### src/rtl/axil_gpio_sequencer_pkg.sv
// Shared AXI-Lite response codes and the write-sequencer state encoding.
package axil_pkg;
    typedef logic [1:0] resp_t;

    localparam resp_t RESP_OKAY   = 2'b00;
    localparam resp_t RESP_EXOKAY = 2'b01;
    localparam resp_t RESP_SLVERR = 2'b10;
    localparam resp_t RESP_DECERR = 2'b11;

    typedef enum logic [2:0] {IDLE, ADDR, RESP, GAP, DONE} seq_state_t;
endpackage

### src/rtl/axil_gpio_sequencer_if.sv
// AXI-Lite write channels (AW/W/B) between the sequencer and the GPIO slave.
interface axil_gpio_sequencer_if #(
    parameter int ADDR_W = 32,
    parameter int DATA_W = 32
);
    import axil_pkg::*;

    logic [ADDR_W-1:0]   awaddr;
    logic                awvalid;
    logic                awready;
    logic [DATA_W-1:0]   wdata;
    logic [DATA_W/8-1:0] wstrb;
    logic                wvalid;
    logic                wready;
    resp_t               bresp;
    logic                bvalid;
    logic                bready;

    modport master (
        output awaddr, awvalid, wdata, wstrb, wvalid, bready,
        input  awready, wready, bresp, bvalid
    );

    modport slave (
        input  awaddr, awvalid, wdata, wstrb, wvalid, bready,
        output awready, wready, bresp, bvalid
    );
endinterface

### src/rtl/axil_gpio_sequencer_timer.sv
// Loadable down-counter that parks at zero; expired is high while the count is zero.
module axil_seq_timer #(
    parameter int W = 8
) (
    input  logic         clk,
    input  logic         rst_n,
    input  logic         load,
    input  logic [W-1:0] load_val,
    input  logic         en,
    output logic         expired
);
    logic [W-1:0] cnt;

    always_ff @(posedge clk or negedge rst_n) begin
        if (!rst_n)                cnt <= '0;
        else if (load)             cnt <= load_val;
        else if (en && cnt != '0)  cnt <= cnt - 1'b1;
    end

    assign expired = (cnt == '0);
endmodule

### src/rtl/axil_gpio_sequencer.sv
// AXI-Lite write-only master issuing num_writes incrementing-data writes to GPIO_ADDR.
// Optional watchdog on stalled AW/W/B channels: define AXIL_SEQ_TIMEOUT_EN.
module axil_gpio_sequencer
    import axil_pkg::*;
#(
    parameter int                        AXI_DATA_WIDTH = 32,
    parameter int                        AXI_ADDR_WIDTH = 32,
    parameter logic [AXI_ADDR_WIDTH-1:0] GPIO_ADDR      = '0,
    parameter logic [AXI_DATA_WIDTH-1:0] DATA_SEED      = '0,
    parameter int                        GAP_CYCLES     = 4,
    parameter int                        TIMEOUT_CYCLES = 256
) (
    input  logic                  aclk,
    input  logic                  aresetn,
    input  logic                  start,
    input  logic [15:0]           num_writes,
    output logic                  busy,
    output logic                  done,
    output logic                  err,
    axil_gpio_sequencer_if.master m_axil
);
    localparam int GAP_W = $clog2(GAP_CYCLES + 1);

    if (GAP_CYCLES < 1 || TIMEOUT_CYCLES < 1) begin : g_bad_cfg
        $error("axil_gpio_sequencer: GAP_CYCLES and TIMEOUT_CYCLES must be >= 1");
    end

    seq_state_t                state, state_n;
    logic [15:0]               remaining, remaining_n;
    logic [AXI_DATA_WIDTH-1:0] wdata_q, wdata_n;
    logic                      awvalid_q, awvalid_n, wvalid_q, wvalid_n, bready_q, bready_n;
    logic                      err_n, aw_hs, w_hs, b_hs, gap_load, gap_expired, timeout;

    assign aw_hs = awvalid_q & m_axil.awready;
    assign w_hs  = wvalid_q & m_axil.wready;
    assign b_hs  = bready_q & m_axil.bvalid;

    always_comb begin
        state_n     = state;
        remaining_n = remaining;
        wdata_n     = wdata_q;
        // each valid retires independently on its own handshake
        awvalid_n   = awvalid_q & ~aw_hs;
        wvalid_n    = wvalid_q & ~w_hs;
        bready_n    = bready_q;
        err_n       = err | timeout;
        gap_load    = 1'b0;
        case (state)
            IDLE: if (start) begin
                err_n = 1'b0;
                if (num_writes == '0) begin
                    state_n = DONE;
                end else begin
                    state_n     = ADDR;
                    remaining_n = num_writes;
                    wdata_n     = DATA_SEED;
                    awvalid_n   = 1'b1;
                    wvalid_n    = 1'b1;
                end
            end
            ADDR: if (!awvalid_n && !wvalid_n) begin
                state_n  = RESP;
                bready_n = 1'b1;
            end
            RESP: if (b_hs) begin
                bready_n    = 1'b0;
                remaining_n = remaining - 16'd1;
                if (m_axil.bresp != RESP_OKAY) begin
                    err_n   = 1'b1;
                    state_n = DONE;
                end else if (remaining == 16'd1) begin
                    state_n = DONE;
                end else begin
                    state_n  = GAP;
                    gap_load = 1'b1;
                end
            end
            GAP: if (gap_expired) begin
                state_n   = ADDR;
                wdata_n   = wdata_q + AXI_DATA_WIDTH'(1);
                awvalid_n = 1'b1;
                wvalid_n  = 1'b1;
            end
            DONE:    state_n = IDLE;
            default: state_n = IDLE;
        endcase
    end

    always_ff @(posedge aclk or negedge aresetn) begin
        if (!aresetn) begin
            state     <= IDLE;
            remaining <= '0;
            wdata_q   <= DATA_SEED;
            awvalid_q <= 1'b0;
            wvalid_q  <= 1'b0;
            bready_q  <= 1'b0;
            busy      <= 1'b0;
            done      <= 1'b0;
            err       <= 1'b0;
        end else begin
            state     <= state_n;
            remaining <= remaining_n;
            wdata_q   <= wdata_n;
            awvalid_q <= awvalid_n;
            wvalid_q  <= wvalid_n;
            bready_q  <= bready_n;
            busy      <= (state_n == ADDR) || (state_n == RESP) || (state_n == GAP);
            done      <= (state_n == DONE);
            err       <= err_n;
        end
    end

    // loaded with GAP_CYCLES-1 on the B handshake so ADDR follows GAP_CYCLES idle cycles
    axil_seq_timer #(.W(GAP_W)) u_gap_timer (
        .clk      (aclk),
        .rst_n    (aresetn),
        .load     (gap_load),
        .load_val (GAP_W'(GAP_CYCLES - 1)),
        .en       (state == GAP),
        .expired  (gap_expired)
    );

`ifdef AXIL_SEQ_TIMEOUT_EN
    localparam int WD_W = $clog2(TIMEOUT_CYCLES + 1);
    logic wd_active, wd_load, wd_expired;

    // any handshake counts as progress; the FSM itself keeps waiting after a timeout
    assign wd_active = (state == ADDR) || (state == RESP);
    assign wd_load   = !wd_active || aw_hs || w_hs || b_hs;

    axil_seq_timer #(.W(WD_W)) u_watchdog (
        .clk      (aclk),
        .rst_n    (aresetn),
        .load     (wd_load),
        .load_val (WD_W'(TIMEOUT_CYCLES - 1)),
        .en       (wd_active),
        .expired  (wd_expired)
    );

    assign timeout = wd_active && wd_expired;
`else
    assign timeout = 1'b0;
`endif

    assign m_axil.awaddr  = GPIO_ADDR;
    assign m_axil.awvalid = awvalid_q;
    assign m_axil.wdata   = wdata_q;
    assign m_axil.wstrb   = '1;
    assign m_axil.wvalid  = wvalid_q;
    assign m_axil.bready  = bready_q;
endmodule

### src/flat_wrapper.sv
// flat-port wrapper written by rule: the top's interface ports become plain ports
module axil_gpio_sequencer_flat import axil_pkg::*;
#(
    parameter int                        AXI_DATA_WIDTH = 32,
    parameter int                        AXI_ADDR_WIDTH = 32,
    parameter logic [AXI_ADDR_WIDTH-1:0] GPIO_ADDR      = '0,
    parameter logic [AXI_DATA_WIDTH-1:0] DATA_SEED      = '0,
    parameter int                        GAP_CYCLES     = 4,
    parameter int                        TIMEOUT_CYCLES = 256
)
  (aclk, aresetn, start, num_writes, busy, done, err, m_axil_awaddr, m_axil_awvalid, m_axil_wdata, m_axil_wstrb, m_axil_wvalid, m_axil_bready, m_axil_awready, m_axil_wready, m_axil_bresp, m_axil_bvalid);
  axil_gpio_sequencer_if #(.ADDR_W((32)), .DATA_W((32))) m_axil_i ();
  input  logic aclk;
  input  logic aresetn;
  input  logic start;
  input  logic [15:0] num_writes;
  output logic busy;
  output logic done;
  output logic err;
  output wire logic [$bits(m_axil_i.awaddr)-1:0] m_axil_awaddr;
  output wire logic [$bits(m_axil_i.awvalid)-1:0] m_axil_awvalid;
  output wire logic [$bits(m_axil_i.wdata)-1:0] m_axil_wdata;
  output wire logic [$bits(m_axil_i.wstrb)-1:0] m_axil_wstrb;
  output wire logic [$bits(m_axil_i.wvalid)-1:0] m_axil_wvalid;
  output wire logic [$bits(m_axil_i.bready)-1:0] m_axil_bready;
  input wire logic [$bits(m_axil_i.awready)-1:0] m_axil_awready;
  input wire logic [$bits(m_axil_i.wready)-1:0] m_axil_wready;
  input wire logic [$bits(m_axil_i.bresp)-1:0] m_axil_bresp;
  input wire logic [$bits(m_axil_i.bvalid)-1:0] m_axil_bvalid;
  assign m_axil_awaddr = m_axil_i.awaddr;
  assign m_axil_awvalid = m_axil_i.awvalid;
  assign m_axil_wdata = m_axil_i.wdata;
  assign m_axil_wstrb = m_axil_i.wstrb;
  assign m_axil_wvalid = m_axil_i.wvalid;
  assign m_axil_bready = m_axil_i.bready;
  assign m_axil_i.awready = m_axil_awready;
  assign m_axil_i.wready = m_axil_wready;
  assign m_axil_i.bresp = m_axil_bresp;
  assign m_axil_i.bvalid = m_axil_bvalid;
  axil_gpio_sequencer #(.AXI_DATA_WIDTH(AXI_DATA_WIDTH), .AXI_ADDR_WIDTH(AXI_ADDR_WIDTH), .GPIO_ADDR(GPIO_ADDR), .DATA_SEED(DATA_SEED), .GAP_CYCLES(GAP_CYCLES), .TIMEOUT_CYCLES(TIMEOUT_CYCLES)) u_core (.aclk(aclk), .aresetn(aresetn), .start(start), .num_writes(num_writes), .busy(busy), .done(done), .err(err), .m_axil(m_axil_i));
endmodule
### config.mk
export PLATFORM = sky130hd
export DESIGN_NAME = axil_gpio_sequencer_flat
export DESIGN_NICKNAME = d
export VERILOG_FILES = /design/src/rtl/axil_gpio_sequencer_pkg.sv /design/src/rtl/axil_gpio_sequencer_if.sv /design/src/rtl/axil_gpio_sequencer_timer.sv /design/src/rtl/axil_gpio_sequencer.sv /design/src/flat_wrapper.sv
export SDC_FILE = /design/constraint.sdc
export NUM_CORES = 1
export LEC_CHECK = 0
export CAP_MARGIN = 20
export CORE_UTILIZATION = 45
export DETAILED_ROUTE_END_ITERATION = 7
export GPL_ROUTABILITY_DRIVEN = 0
export PLACE_DENSITY = 0.76
export REMOVE_ABC_BUFFERS = 1
export SKIP_CTS_REPAIR_TIMING = 1
export SYNTH_ARGS = -nofsm -noshare
export SYNTH_HDL_FRONTEND = slang
export SYNTH_HIERARCHICAL = 1
export SYNTH_SLANG_ARGS = --single-unit
### constraint.sdc
create_clock -name aclk -period 6.2 [get_ports aclk]
set_input_delay 0.93 -clock aclk [delete_from_list [all_inputs] [get_ports aclk]]
set_output_delay 0.93 -clock aclk [all_outputs]
set_load 0.01 [all_outputs]
# After elaboration in Yosys (flattened, before gate mapping)

Index checks and enable logic that the tools add are counted.

Flip-flop bits (word level): 60
Output and inout bits: 74

Add/sub/neg operators: 3
Eq/ne operators: 14
Multiplexer cells: 37
Bitwise gates (word level): 7
Reduce and logical (&&, ||, !) cells: 19

Operators with widths:

| operator                                              | count |
|---|---|
| 2-to-1 mux 32 bit                                     | 3 |
| case mux 32 bit (2 select lines)                      | 1 |
| 2-to-1 mux 16 bit                                     | 3 |
| adder 32 x 1 -> 32 bit, second input constant         | 1 |
| case mux 16 bit (2 select lines)                      | 1 |
| 2-to-1 mux 3 bit                                      | 9 |
| equality test 16 x 1 -> 1 bit, second input constant  | 1 |
| zero test 16 bit                                      | 1 |
| subtractor 16 x 1 -> 16 bit, second input constant    | 1 |
| 2-to-1 mux 1 bit                                      | 15 |
| equality test 3 x 2 -> 1 bit, second input constant   | 4 |
| case mux 3 bit (4 select lines)                       | 1 |
| AND reduction 4 bit                                   | 3 |
| nonzero test 2 bit                                    | 5 |
| inequality test 2 x 1 -> 1 bit, second input constant | 4 |
| case mux 1 bit (2 select lines)                       | 4 |
| equality test 3 x 1 -> 1 bit, second input constant   | 2 |
| zero test 3 bit                                       | 2 |
| AND 1 bit                                             | 5 |
| inequality test 2 bit, second input constant          | 2 |
| equality test 3 bit, second input constant            | 1 |
| AND reduction 3 bit                                   | 1 |
| nonzero test 3 bit                                    | 1 |
| subtractor 3 x 1 -> 3 bit, second input constant      | 1 |
| 4 further kinds                                       | 8 |

# Logic depth before layout (Yosys ltp)

Gate-level depths: netlist (run 1).

Depth after elaboration: 10
Depth in mapped cells: 9
Mapped depth without buffers: 8

# Modules after synthesis

Netlist (run 1), hierarchy kept.

Modules (own cells, without submodules):

| module              | times used | cells an instance | area each (µm²) | seq. area each (µm²) |
|---|---|---|---|---|
| axil_gpio_sequencer | 1          | 375               | 3379.5          | 1426.4 |
| axil_seq_timer      | 1          | 19                | 207.7           | 75.1 |

# Worst setup path before layout (run 1)

OpenSTA, ideal clock, no wires.

Kind: input-to-reg
Start point: input start
End point: register u_core.wdata_q[5] (netlist: u_core/m_axil.wdata[5])
Setup time: 0.119 ns
Arrival: 2.169 ns
Data required time: 6.081 ns
Slack: 3.912 ns
Stages on the path: 6
Path buffers: 2
Cells stage by stage: or3b_2 nor2_1 and2_1 buf_2 buf_4 nor2_1

Longest elaborated chain between the ends: 2

Ends and longest elaborated chain:

| what                            | RTL line                   | source |
|---|---|---|
| start: declaration              | flat_wrapper.sv:15         | `input logic start;` |
| inequality test 2 bit (no line) | --                         |  |
| AND reduction 4 bit (no line)   | --                         |  |
| end signal: assignment          | axil_gpio_sequencer.sv:103 | `wdata_q <= wdata_n;` |
| end: declaration                | axil_gpio_sequencer.sv:30  | `logic [AXI_DATA_WIDTH-1:0] wdata_q, wdata_n;` |

Every way passes these cells.
A chain may end at the register's enable or synchronous reset.

# Final worst setup path (run 1)

Start point: input start
End point: register u_core.remaining[2]

Longest elaborated chain between the ends: 2

Ends and longest elaborated chain:

| what                            | RTL line                   | source |
|---|---|---|
| inequality test 2 bit (no line) | --                         |  |
| AND reduction 4 bit (no line)   | --                         |  |
| end signal: assignment          | axil_gpio_sequencer.sv:102 | `remaining <= remaining_n;` |
| end: declaration                | axil_gpio_sequencer.sv:29  | `logic [15:0] remaining, remaining_n;` |

Every way passes these cells.

==> results of run 1 <==
## power by group
| part | switching, mW | leakage, nW | internal, mW |
|---|---|---|---|
| Sequential | 0.123 | 0.782 | 0.483 |
| Clock | 0.153 | 0.0824 | 0.155 |
| Combinational | 0.285 | 0.987 | 0.234 |
## cells by family (layout without fill, tap and decap cells)
kind of cell,count (synthesis),in the layout
AOI/OAI and AO/OA,62,62
other,2,39
buffers and inverters,61,90
muxes,1,1
DFF,60,60
and+or+nand+nor,173,173
adders and majority gates,5,5
xor gates and xnor gates,30,30
## registers in the layout, indices dropped and copies added, names as in the netlist
| register | flops |
|---|---|
| u_core/m_axil.wdata | 32 |
| u_core/state | 3 |
| u_core/done | 1 |
| u_core/busy | 1 |
| u_core/u_gap_timer/cnt | 3 |
| u_core/err | 1 |
| u_core/remaining | 16 |
| u_core/m_axil.bready | 1 |
| u_core/m_axil.wvalid | 1 |
| u_core/m_axil.awvalid | 1 |
## routing by layer
layer	wire [um]	share of wire [%]
met1	3430	43
met4	154	2.0
met2	3820	48
met3	484	6.1
met5	0	0
## worst min path at each step
stage / start / end / depth (start not counted)
floorplan: u_core/remaining[11]$_DFFE_PN0P_ / u_core/remaining[11]$_DFFE_PN0P_ / 1
global placement: u_core/m_axil.wdata[31]$_DFFE_PN0P_ / u_core/m_axil.wdata[31]$_DFFE_PN0P_ / 2
detailed placement: u_core/err$_DFFE_PN0P_ / u_core/err$_DFFE_PN0P_ / 2
CTS: u_core/err$_DFFE_PN0P_ / u_core/err$_DFFE_PN0P_ / 2
global route: u_core/m_axil.wdata[31]$_DFFE_PN0P_ / u_core/m_axil.wdata[31]$_DFFE_PN0P_ / 2
finish: u_core/err$_DFFE_PN0P_ / u_core/err$_DFFE_PN0P_ / 2
## tightest hold or removal path, stage by stage (launching register included)
cell,delay [ns]
dfrtp_1,0.39
inv_1,0.06
a21oi_1,0.05
## per-stage QoR
stage                     worst slack [ns]  cell area, um2  std cells
after floorplan                       2.94            3360        378
after global placement                3.08            4130        545
after detailed placement              3.03            4130        545
after CTS                             3.34            4300        561
after global routing                  3.25            4310        562
final                                 3.41            4310        562
## area by class of cell
cell class	count	area [um2]
inverter	8	30.0
multi-input combinational	310	1840
timing repair buffer	66	643
sequential	60	1500
clock inverter	4	25.0
clock buffer	12	145
fill	700	3420
tap	102	128
## layout by cell type (no fill, tap or decap), types with 5 or more instances in the layout
| master | n |
|---|---|
| clkdlybuf4s50_1 | 60 |
| dfrtp_1 | 60 |
| nor2_1 | 42 |
| conb_1 | 39 |
| nand2_1 | 30 |
| xor2_1 | 26 |
| a21oi_1 | 18 |
| nand4_1 | 16 |
| nand3_1 | 14 |
| nor3_1 | 11 |
| o21ai_0 | 11 |
| clkbuf_8 | 10 |
| nor4_1 | 10 |
| and2_1 | 9 |
| inv_1 | 8 |
| o22ai_1 | 6 |
| nor2b_1 | 5 |
| or3_1 | 5 |
| o31ai_1 | 5 |
| ha_1 | 5 |
| buf_4 | 5 |
==> out/results.tsv, run 1 <==
stage	metric	value	unit
synth	Top FF cell, synth	dfrtp_1	
timing	Final Hold Vio Count	0	
clock_tree	Bufs on Longest Clock Path	2	
setup_path	R2R setup slack	3.61	ns
timing	Peak Freq	358	MHz
synth	synthesized cell area	3590	um2
synth	most common cell in the netlist	dfrtp_1	
setup_path	CP Depth	7	
global_route	total grt overflow	0	
floorplan	I/O pin count	98	
synth	area share of fa/ha/maj cells after synthesis	1.74	%
synth	post-synth top area share	41.9	%
detailed_routing	Vias per Instance	5.41	
synth	largest family of logic cells by synthesized area	simple AND/OR/NAND/NOR gates	
synth	XOR/XNOR share of the synthesized area	7.32	%
setup_path	Crit Reg-Reg Endpoint	u_core/remaining[11]$_DFFE_PN0P_	
synth	EDFF count, synth	0	
placed_design	Post-DP HPWL	5.55	mm
floorplan	num rows	32	
worst_hold_path	Hold Crit Class	reg2reg	
detailed_routing	drt wl/cell	14.0	um
setup_path	delay-heaviest family, CP	simple AND/OR/NAND/NOR gates	
floorplan	die area	8330	um2
synth	Seq/Total Area, Yosys	41.9	%
synth	async set-reset flop share out of synthesis	100	%
global_route	layer with the highest usage	met2	
synth	Avg Cell Area, Syn	9.10	um2
power_and_ir_drop	Pleak	1.85	nW
setup_path	slowest stage delay, CP	0.49	ns
detailed_routing	via count	3043	
synth	synth unique cells	57	
global_route	vias in the first global route	2878	
global_route	grt met2 use	32.6	%
final_layout	layout cells sized above 1	7.17	%
timing	unrepaired setup endpoints after global routing	false	
synth	area leader, netlist	dfrtp_1	
floorplan	Die W	91.3	um
setup_path	CP Data Required Time	6.42	ns
setup_path	Data arrival, critical path	3.01	ns
placed_design	Port-buffer cells	61	
power_and_ir_drop	Power Density	333	nW/um2
global_route	Total Routing Usage GR	20.1	%
timing	slew margin rel.	50.2	%
final_layout	post-layout util	55.8	%
detailed_routing	DR pass1 iterations	4	
synth	top cells by count, synth	dfrtp_1, nor2_1, buf_4	
synth	Syn Inst Count	394	
setup_path	Crit path buffers/inverters	2	
global_route	initial antenna violation count	0	
detailed_routing	DRC Markers	0	
clock_tree	CTS root buf	clkbuf_8	
run_status	status	completed	
synth	Synth area leaders	dfrtp_1, buf_4, xor2_1, nor2_1, nand2_1	
setup_path	Critical Path End Type	flop	
timing	fin crit share	45.0	%
setup_path	crit path kind	in2reg	
detailed_routing	DRT Wirelength	7.88	mm
timing	Setup Skew	0.00845	ns
synth	warnings from Yosys	6	
setup_path	worst-path maximum fanout	41	
setup_path	Worst Setup Start Kind	input port	
global_route	grt met3 use	3.43	%
timing	Least-Margin Pin Slew	0.747	ns
clock_tree	# clock sinks	60	
setup_path	CP max stage cell	or3b_2	
flow_run	MaxCap Viol Count	0	
clock_tree	Worst-Skew Late Latency	0.34	ns
global_route	wire length of the first global-routing pass	13.4	mm
final_layout	ANT cells	0	
clock_tree	Num CTS Buffers	9	
detailed_routing	Starting DRT DRC Count	139	
floorplan	initial core utilization	46.4	%
synth	mux share of post-synthesis cell area	0.314	%
final_layout	Nets	484	
synth	Synth Area in Compound Gates	11.3	%
global_route	pin count of the biggest net entering global routing	61	
setup_path	worst r2r src	u_core/state[1]$_DFF_PN0_	
timing	min Tclk post-route	2.79	ns
clock_tree	clk slew on worst S/H paths	0.07	ns
final_layout	layout overhead on the synthesized area	20.2	%
synth	post-synthesis simple-gate area fraction	26.2	%
floorplan	Vert. Die Dim	91.3	um
synth	#FFs+latches synth	60	
detailed_routing	post-route ant nets	0	
setup_path	CP most frequent cell	nor2_1	
global_route	met1 GRT Util	25.9	%
timing	hold slack final	0.540	ns
clock_tree	# H-tree levels	3	
floorplan	core area	7730	um2
timing	TNS Setup	0	ns
timing	Pins Over Slew Limit	0	
setup_path	critical path endpoint	u_core/remaining[2]$_DFFE_PN0P_	
power_and_ir_drop	worst vdd ir	0.000169	V
setup_path	FF-to-FF path depth	5	
clock_tree	CTS tree	done	
timing	setup violators final	0	
setup_path	CP Cell Sequence	clkdlybuf4s50_1, or3b_2, nor2_1, and2_1, buf_4, nor2_1, a221o_1	
setup_path	Crit. Startpoint	start	
power_and_ir_drop	total chip power	1.43	mW
Note: power is estimated with default switching activity, not from simulation.
==> run 2, diff against run 1 <==
clock period = 2.7 ns   (was 6.2 ns; I/O delays follow)
==> run 2 against run 1 <==
Net effect: combinational power grew to 2.5 times the previous value; critical path depth did not move; hold slack got worse by 0.45 ns; power grew 140%; routed wire length is 0.74% higher; via count is 0.39% higher; clock skew up 0.0012 ns; non-clock buffer count is 4 higher; final area rose by 1.9%; clock power increased to 2.7 times the previous value; sequential share of layout area down 0.66 points; largest cell class unchanged.
==> out/results.tsv, run 2 (synthesis results as in run 1) <==
stage	metric	value	unit	change
floorplan	num rows	32		unchanged
setup_path	worst-path maximum fanout	5		-88%
setup_path	delay-heaviest family, CP	simple AND/OR/NAND/NOR gates		
setup_path	critical path endpoint	u_core/remaining[12]$_DFFE_PN0P_		
timing	Final Hold Vio Count	0		unchanged
clock_tree	Bufs on Longest Clock Path	2		unchanged
timing	setup violators final	0		unchanged
clock_tree	# clock sinks	60		unchanged
floorplan	initial core utilization	46.4	%	unchanged
floorplan	Die W	91.3	um	unchanged
setup_path	CP Cell Sequence	inv_1, ha_1, or3b_1, nor4_1, nand2_1, o311ai_0, o21ai_0		
timing	unrepaired setup endpoints after global routing	false		
detailed_routing	DRC Markers	0		unchanged
clock_tree	Num CTS Buffers	9		unchanged
timing	slew margin rel.	55.1	%	+4.8 points
placed_design	Post-DP HPWL	5.83	mm	+5.0%
clock_tree	CTS root buf	clkbuf_8		
timing	hold slack final	0.0865	ns	-0.453 ns
detailed_routing	via count	3055		+0.39%
floorplan	I/O pin count	98		unchanged
power_and_ir_drop	Pleak	1.89	nW	+2.0%
detailed_routing	DRT Wirelength	7.94	mm	+0.74%
final_layout	Nets	488		+0.83%
setup_path	FF-to-FF path depth	7		+2
setup_path	R2R setup slack	0.32	ns	-3.29 ns
global_route	wire length of the first global-routing pass	13.6	mm	+1.6%
global_route	vias in the first global route	2882		+0.14%
floorplan	die area	8330	um2	unchanged
floorplan	core area	7730	um2	unchanged
floorplan	Vert. Die Dim	91.3	um	unchanged
detailed_routing	Vias per Instance	5.40		-0.32%
timing	Least-Margin Pin Slew	0.674	ns	-0.0727 ns
placed_design	placed insts	550		+0.92%
run_status	status	completed		
timing	Peak Freq	421	MHz	
setup_path	slowest stage delay, CP	0.46	ns	-0.03 ns
global_route	total grt overflow	0		unchanged
global_route	Total Routing Usage GR	20.7	%	+0.58 points
detailed_routing	post-route ant nets	0		unchanged
final_layout	filler cell count	684		-2.3%
timing	Setup Skew	0.00960	ns	+0.00115 ns
final_layout	layout cells sized above 1	8.41	%	+1.2 points
clock_tree	# H-tree levels	3		unchanged
placed_design	area post-placement	4200	um2	+1.5%
final_layout	layout overhead on the synthesized area	22.5	%	
worst_hold_path	Hold Crit Class	in2async		
global_route	pin count of the biggest net entering global routing	34		-44%
detailed_routing	Starting DRT DRC Count	188		+35%
final_layout	design area	4390	um2	+1.9%
placed_design	Port-buffer cells	61		unchanged
final_layout	Post-Layout Cell Count	566		+0.71%
global_route	initial antenna violation count	0		unchanged
power_and_ir_drop	total chip power	3.47	mW	+140%
timing	fin crit share	88.0	%	
final_layout	Register Area	1500	um2	unchanged
timing	Pins Over Slew Limit	0		unchanged
setup_path	CP Data Required Time	2.91	ns	-3.51 ns
final_layout	multi-input gate area in the final layout	1840	um2	unchanged
setup_path	Crit Reg-Reg Endpoint	u_core/remaining[12]$_DFFE_PN0P_		
final_layout	ANT cells	0		unchanged
final_layout	most frequent cells in the layout	clkdlybuf4s50_1, dfrtp_1, nor2_1		
power_and_ir_drop	worst vdd ir	0.000535	V	+220%
setup_path	CP max stage cell	nor4_1		
setup_path	Data arrival, critical path	2.59	ns	-0.42 ns
setup_path	Crit. Startpoint	u_core/remaining[1]$_DFFE_PN0P_		
setup_path	CP Depth	7		unchanged
power_and_ir_drop	Power Density	789	nW/um2	+140%
flow_run	MaxCap Viol Count	0		unchanged
setup_path	worst r2r src	u_core/remaining[1]$_DFFE_PN0P_		
detailed_routing	DR pass1 iterations	4		unchanged
clock_tree	clk slew on worst S/H paths	0.07	ns	about the same
setup_path	Crit path buffers/inverters	1		-1
final_layout	max reg flops	32		unchanged
clock_tree	CTS tree	done		
detailed_routing	drt wl/cell	14.0	um	about the same
setup_path	Worst Setup Start Kind	flop		
setup_path	Critical Path End Type	flop		
clock_tree	Worst-Skew Late Latency	0.35	ns	about the same
timing	min Tclk post-route	2.38	ns	
setup_path	crit path kind	reg2reg		
run 2: per-stage QoR:
stage | worst slack [ns] | setup TNS, ns | utilization (%)
2_1_floorplan | -0.562 | -1.59 | -
3_3_place_gp | 0.207 | 0 | 54.3
3_5_place_dp | 0.122 | 0 | 54.3
4_1_cts | 0.383 | 0 | 56.9
5_1_grt | 0.0945 | 0 | 56.9
6_report | 0.325 | 0 | 56.9
run 2: cell type report:
cell class / instances / share of cell area (%)
Timing Repair Buffer: 70 / 15.9
Tap cell: 102 / 2.90
Multi-Input combinational cell: 310 / 41.8
Inverter: 8 / 0.683
Clock inverter: 7 / 1.71
Clock buffer: 9 / 2.82
Sequential cell: 60 / 34.2
run 2: where the power goes:
part	leakage, nW	total (mW)	switching (mW)	internal (mW)
logic	1.02	1.30	0.709	0.588
registers	0.782	1.35	0.242	1.11
clock network	0.0918	0.819	0.391	0.428
run 2: worst register-to-register path, stage by stage (launching register included):
cell,delay (ns)
dfrtp_1,0.40
inv_1,0.10
ha_1,0.19
or3b_1,0.43
nor4_1,0.46
nand2_1,0.20
o311ai_0,0.32
o21ai_0,0.15
run 2: worst min-delay path by stage:
stage                 start                                  end  slack, ns  cells after the start
floorplan           aresetn                u_core/busy$_DFF_PN0_       0.11                      0
global placement    aresetn  u_core/m_axil.wdata[16]$_DFFE_PN0P_       0.48                      1
detailed placement  aresetn  u_core/m_axil.wdata[15]$_DFFE_PN0P_       0.48                      1
finish              aresetn  u_core/m_axil.wdata[16]$_DFFE_PN0P_       0.09                      1
global route        aresetn  u_core/m_axil.wdata[16]$_DFFE_PN0P_       0.12                      1
CTS                 aresetn  u_core/m_axil.wdata[16]$_DFFE_PN0P_       0.09                      1
run 2: per-layer routing:
layer	global-route usage, %	up-vias	share of wire [%]
met5	0	-	0
met4	8.20	0	1.2
met3	4.94	12	4.7
met2	33.8	103	49
met1	26.5	1481	45
li1	-	1459	-
==> run 3, diff against run 2 <==
CORE_UTILIZATION = 49   (was 45)
PLACE_DENSITY = 0.82   (was 0.76)
==> run 3 against run 2 <==
Net effect: hold slack better by 0.41 ns; critical path type unchanged; utilization is 6.3 points higher; first-iteration DRC count rose by 2.7%; largest cell class unchanged; fmax rose by 1.1%; global-route usage increased by 1.7 points; critical endpoint unchanged; routed wire length is 2.4% higher; clock skew about the same; sequential share of layout area up 0.068 points.
==> out/results.tsv, run 3 (synthesis results as in run 1) <==
stage	metric	value	unit	change
final_layout	layout overhead on the synthesized area	22.3	%	
global_route	Total Routing Usage GR	22.4	%	+1.7 points
timing	Final Hold Vio Count	0		unchanged
final_layout	multi-input gate area in the final layout	1840	um2	unchanged
clock_tree	clk slew on worst S/H paths	0.08	ns	about the same
clock_tree	# clock sinks	60		unchanged
placed_design	area post-placement	4180	um2	-0.48%
final_layout	layout cells sized above 1	8.39	%	-0.018 points
global_route	wire length of the first global-routing pass	13.2	mm	-2.9%
run_status	status	completed		
setup_path	FF-to-FF path depth	7		unchanged
setup_path	delay-heaviest family, CP	simple AND/OR/NAND/NOR gates		
setup_path	R2R setup slack	0.35	ns	+0.02 ns
setup_path	slowest stage delay, CP	0.47	ns	about the same
detailed_routing	DRT Wirelength	8.13	mm	+2.4%
setup_path	Data arrival, critical path	2.56	ns	-0.03 ns
timing	Least-Margin Pin Slew	0.518	ns	-0.156 ns
final_layout	ANT cells	0		unchanged
floorplan	Vert. Die Dim	87.6	um	-4.1%
setup_path	Crit path buffers/inverters	1		unchanged
floorplan	num rows	30		-6.3%
clock_tree	Bufs on Longest Clock Path	2		unchanged
timing	min Tclk post-route	2.35	ns	-0.0249 ns
final_layout	Register Area	1500	um2	unchanged
floorplan	core area	6940	um2	-10%
floorplan	die area	7670	um2	-8.0%
detailed_routing	Vias per Instance	5.51		+2.0%
final_layout	most frequent cells in the layout	clkdlybuf4s50_1, dfrtp_1, nor2_1		
power_and_ir_drop	Power Density	783	nW/um2	-0.83%
timing	Peak Freq	425	MHz	+1.1%
clock_tree	CTS root buf	clkbuf_8		
detailed_routing	via count	3090		+1.1%
detailed_routing	Highest Signal Layer	met4		
global_route	initial antenna violation count	0		unchanged
setup_path	worst r2r src	u_core/remaining[0]$_DFFE_PN0P_		
setup_path	CP Data Required Time	2.91	ns	about the same
setup_path	Critical Path End Type	flop		
power_and_ir_drop	total chip power	3.43	mW	-1.0%
clock_tree	Num CTS Buffers	9		unchanged
floorplan	Die W	87.6	um	-4.1%
timing	unrepaired setup endpoints after global routing	false		
global_route	pin count of the biggest net entering global routing	40		+18%
detailed_routing	M1 WL	3.37	mm	-5.1%
setup_path	Crit Reg-Reg Endpoint	u_core/remaining[12]$_DFFE_PN0P_		
clock_tree	# H-tree levels	3		unchanged
setup_path	CP max stage cell	dfrtp_1		
timing	Setup Skew	0.00918	ns	-0.000414 ns
global_route	total grt overflow	0		unchanged
detailed_routing	DR pass1 iterations	5		+1
timing	slew margin rel.	65.1	%	+10 points
final_layout	filler cell count	589		-14%
placed_design	Post-DP HPWL	5.94	mm	+2.0%
timing	setup violators final	0		unchanged
final_layout	Nets	489		+0.20%
detailed_routing	Starting DRT DRC Count	193		+2.7%
detailed_routing	drt wl/cell	14.5	um	+3.3%
global_route	vias in the first global route	2853		-1.0%
final_layout	design area	4390	um2	-0.20%
placed_design	Port-buffer cells	61		unchanged
power_and_ir_drop	Pleak	1.89	nW	+0.18%
detailed_routing	WL met3	539	um	+43%
timing	Pins Over Slew Limit	0		unchanged
setup_path	CP Cell Sequence	inv_1, ha_1, or3b_1, nor4_1, nand2_1, o311ai_0, o21ai_0		
clock_tree	Worst-Skew Late Latency	0.34	ns	about the same
setup_path	Worst Setup Start Kind	flop		
final_layout	max reg flops	32		unchanged
floorplan	I/O pin count	98		unchanged
floorplan	initial core utilization	51.7	%	+5.2 points
setup_path	worst-path maximum fanout	8		+3
timing	fin crit share	87.0	%	-0.92 points
detailed_routing	post-route ant nets	0		unchanged
power_and_ir_drop	worst vdd ir	0.000475	V	-11%
flow_run	MaxCap Viol Count	0		unchanged
worst_hold_path	Hold Crit Class	in2async		
detailed_routing	DRC Markers	0		unchanged
setup_path	crit path kind	reg2reg		
clock_tree	CTS tree	done		
detailed_routing	metal2 WL	4.07	mm	+3.8%
run 3: cell types whose count changed in the layout (fill, tap and decap cells not counted), sizes merged:
cell,change
dlygate4sd3,+1
clkinv,+1
clkinvlp,-1
run 3: how the worst max path moves through the flow:
stage / endpoint / cells after the start / from / slack [ns]
5_1_grt: u_core/remaining[12]$_DFFE_PN0P_ / 7 / u_core/remaining[0]$_DFFE_PN0P_ / 0.12
4_1_cts: u_core/remaining[12]$_DFFE_PN0P_ / 7 / u_core/remaining[0]$_DFFE_PN0P_ / 0.39
6_report: u_core/remaining[12]$_DFFE_PN0P_ / 7 / u_core/remaining[0]$_DFFE_PN0P_ / 0.35
3_5_place_dp: u_core/m_axil.awvalid$_DFF_PN0_ / 6 / num_writes[11] / 0.25
3_3_place_gp: u_core/m_axil.awvalid$_DFF_PN0_ / 6 / num_writes[11] / 0.23
2_1_floorplan: u_core/u_gap_timer/cnt[0]$_DFFE_PN0P_ / 5 / u_core/state[1]$_DFF_PN0_ / -0.56
run 3: layout make-up:
| cell class | count | share of cell area [%] |
|---|---|---|
| well taps | 96 | 2.74 |
| clock inverters | 7 | 1.74 |
| inverters | 8 | 0.685 |
| flip-flops and latches | 60 | 34.2 |
| clock buffers | 9 | 2.82 |
| multi-input cells | 310 | 41.9 |
| repair buffers | 71 | 15.9 |
run 3: per-layer routing:
metal,up-vias,track usage [%]
met2,150,37.9
met4,0,8.35
met3,20,5.56
li1,1464,-
met1,1456,27.8
met5,-,0
run 3: power breakdown:
part           internal, mW  switching (mW)  total (mW)
clock network         0.430           0.374       0.803
logic                 0.568           0.703        1.27
registers              1.11           0.248        1.36
run 3: per-stage QoR:
step / cells / hold WS, ns / util, % / setup WS, ns / setup TNS, ns
detailed placement: 544 / 0.335 / 60.1 / 0.252 / 0
floorplan: 378 / 0.109 / - / -0.562 / -1.59
finish: 561 / 0.496 / 63.2 / 0.350 / 0
CTS: 560 / -0.0394 / 63.0 / 0.390 / 0
global placement: 544 / 0.326 / 60.1 / 0.232 / 0
global route: 561 / 0.527 / 63.2 / 0.123 / 0
run 3: worst reg2reg max path, cell delays in order (launching register included):
cell,delay (ns)
dfrtp_1,0.47
inv_1,0.09
ha_1,0.18
or3b_1,0.43
nor4_1,0.43
nand2_1,0.19
o311ai_0,0.29
o21ai_0,0.14
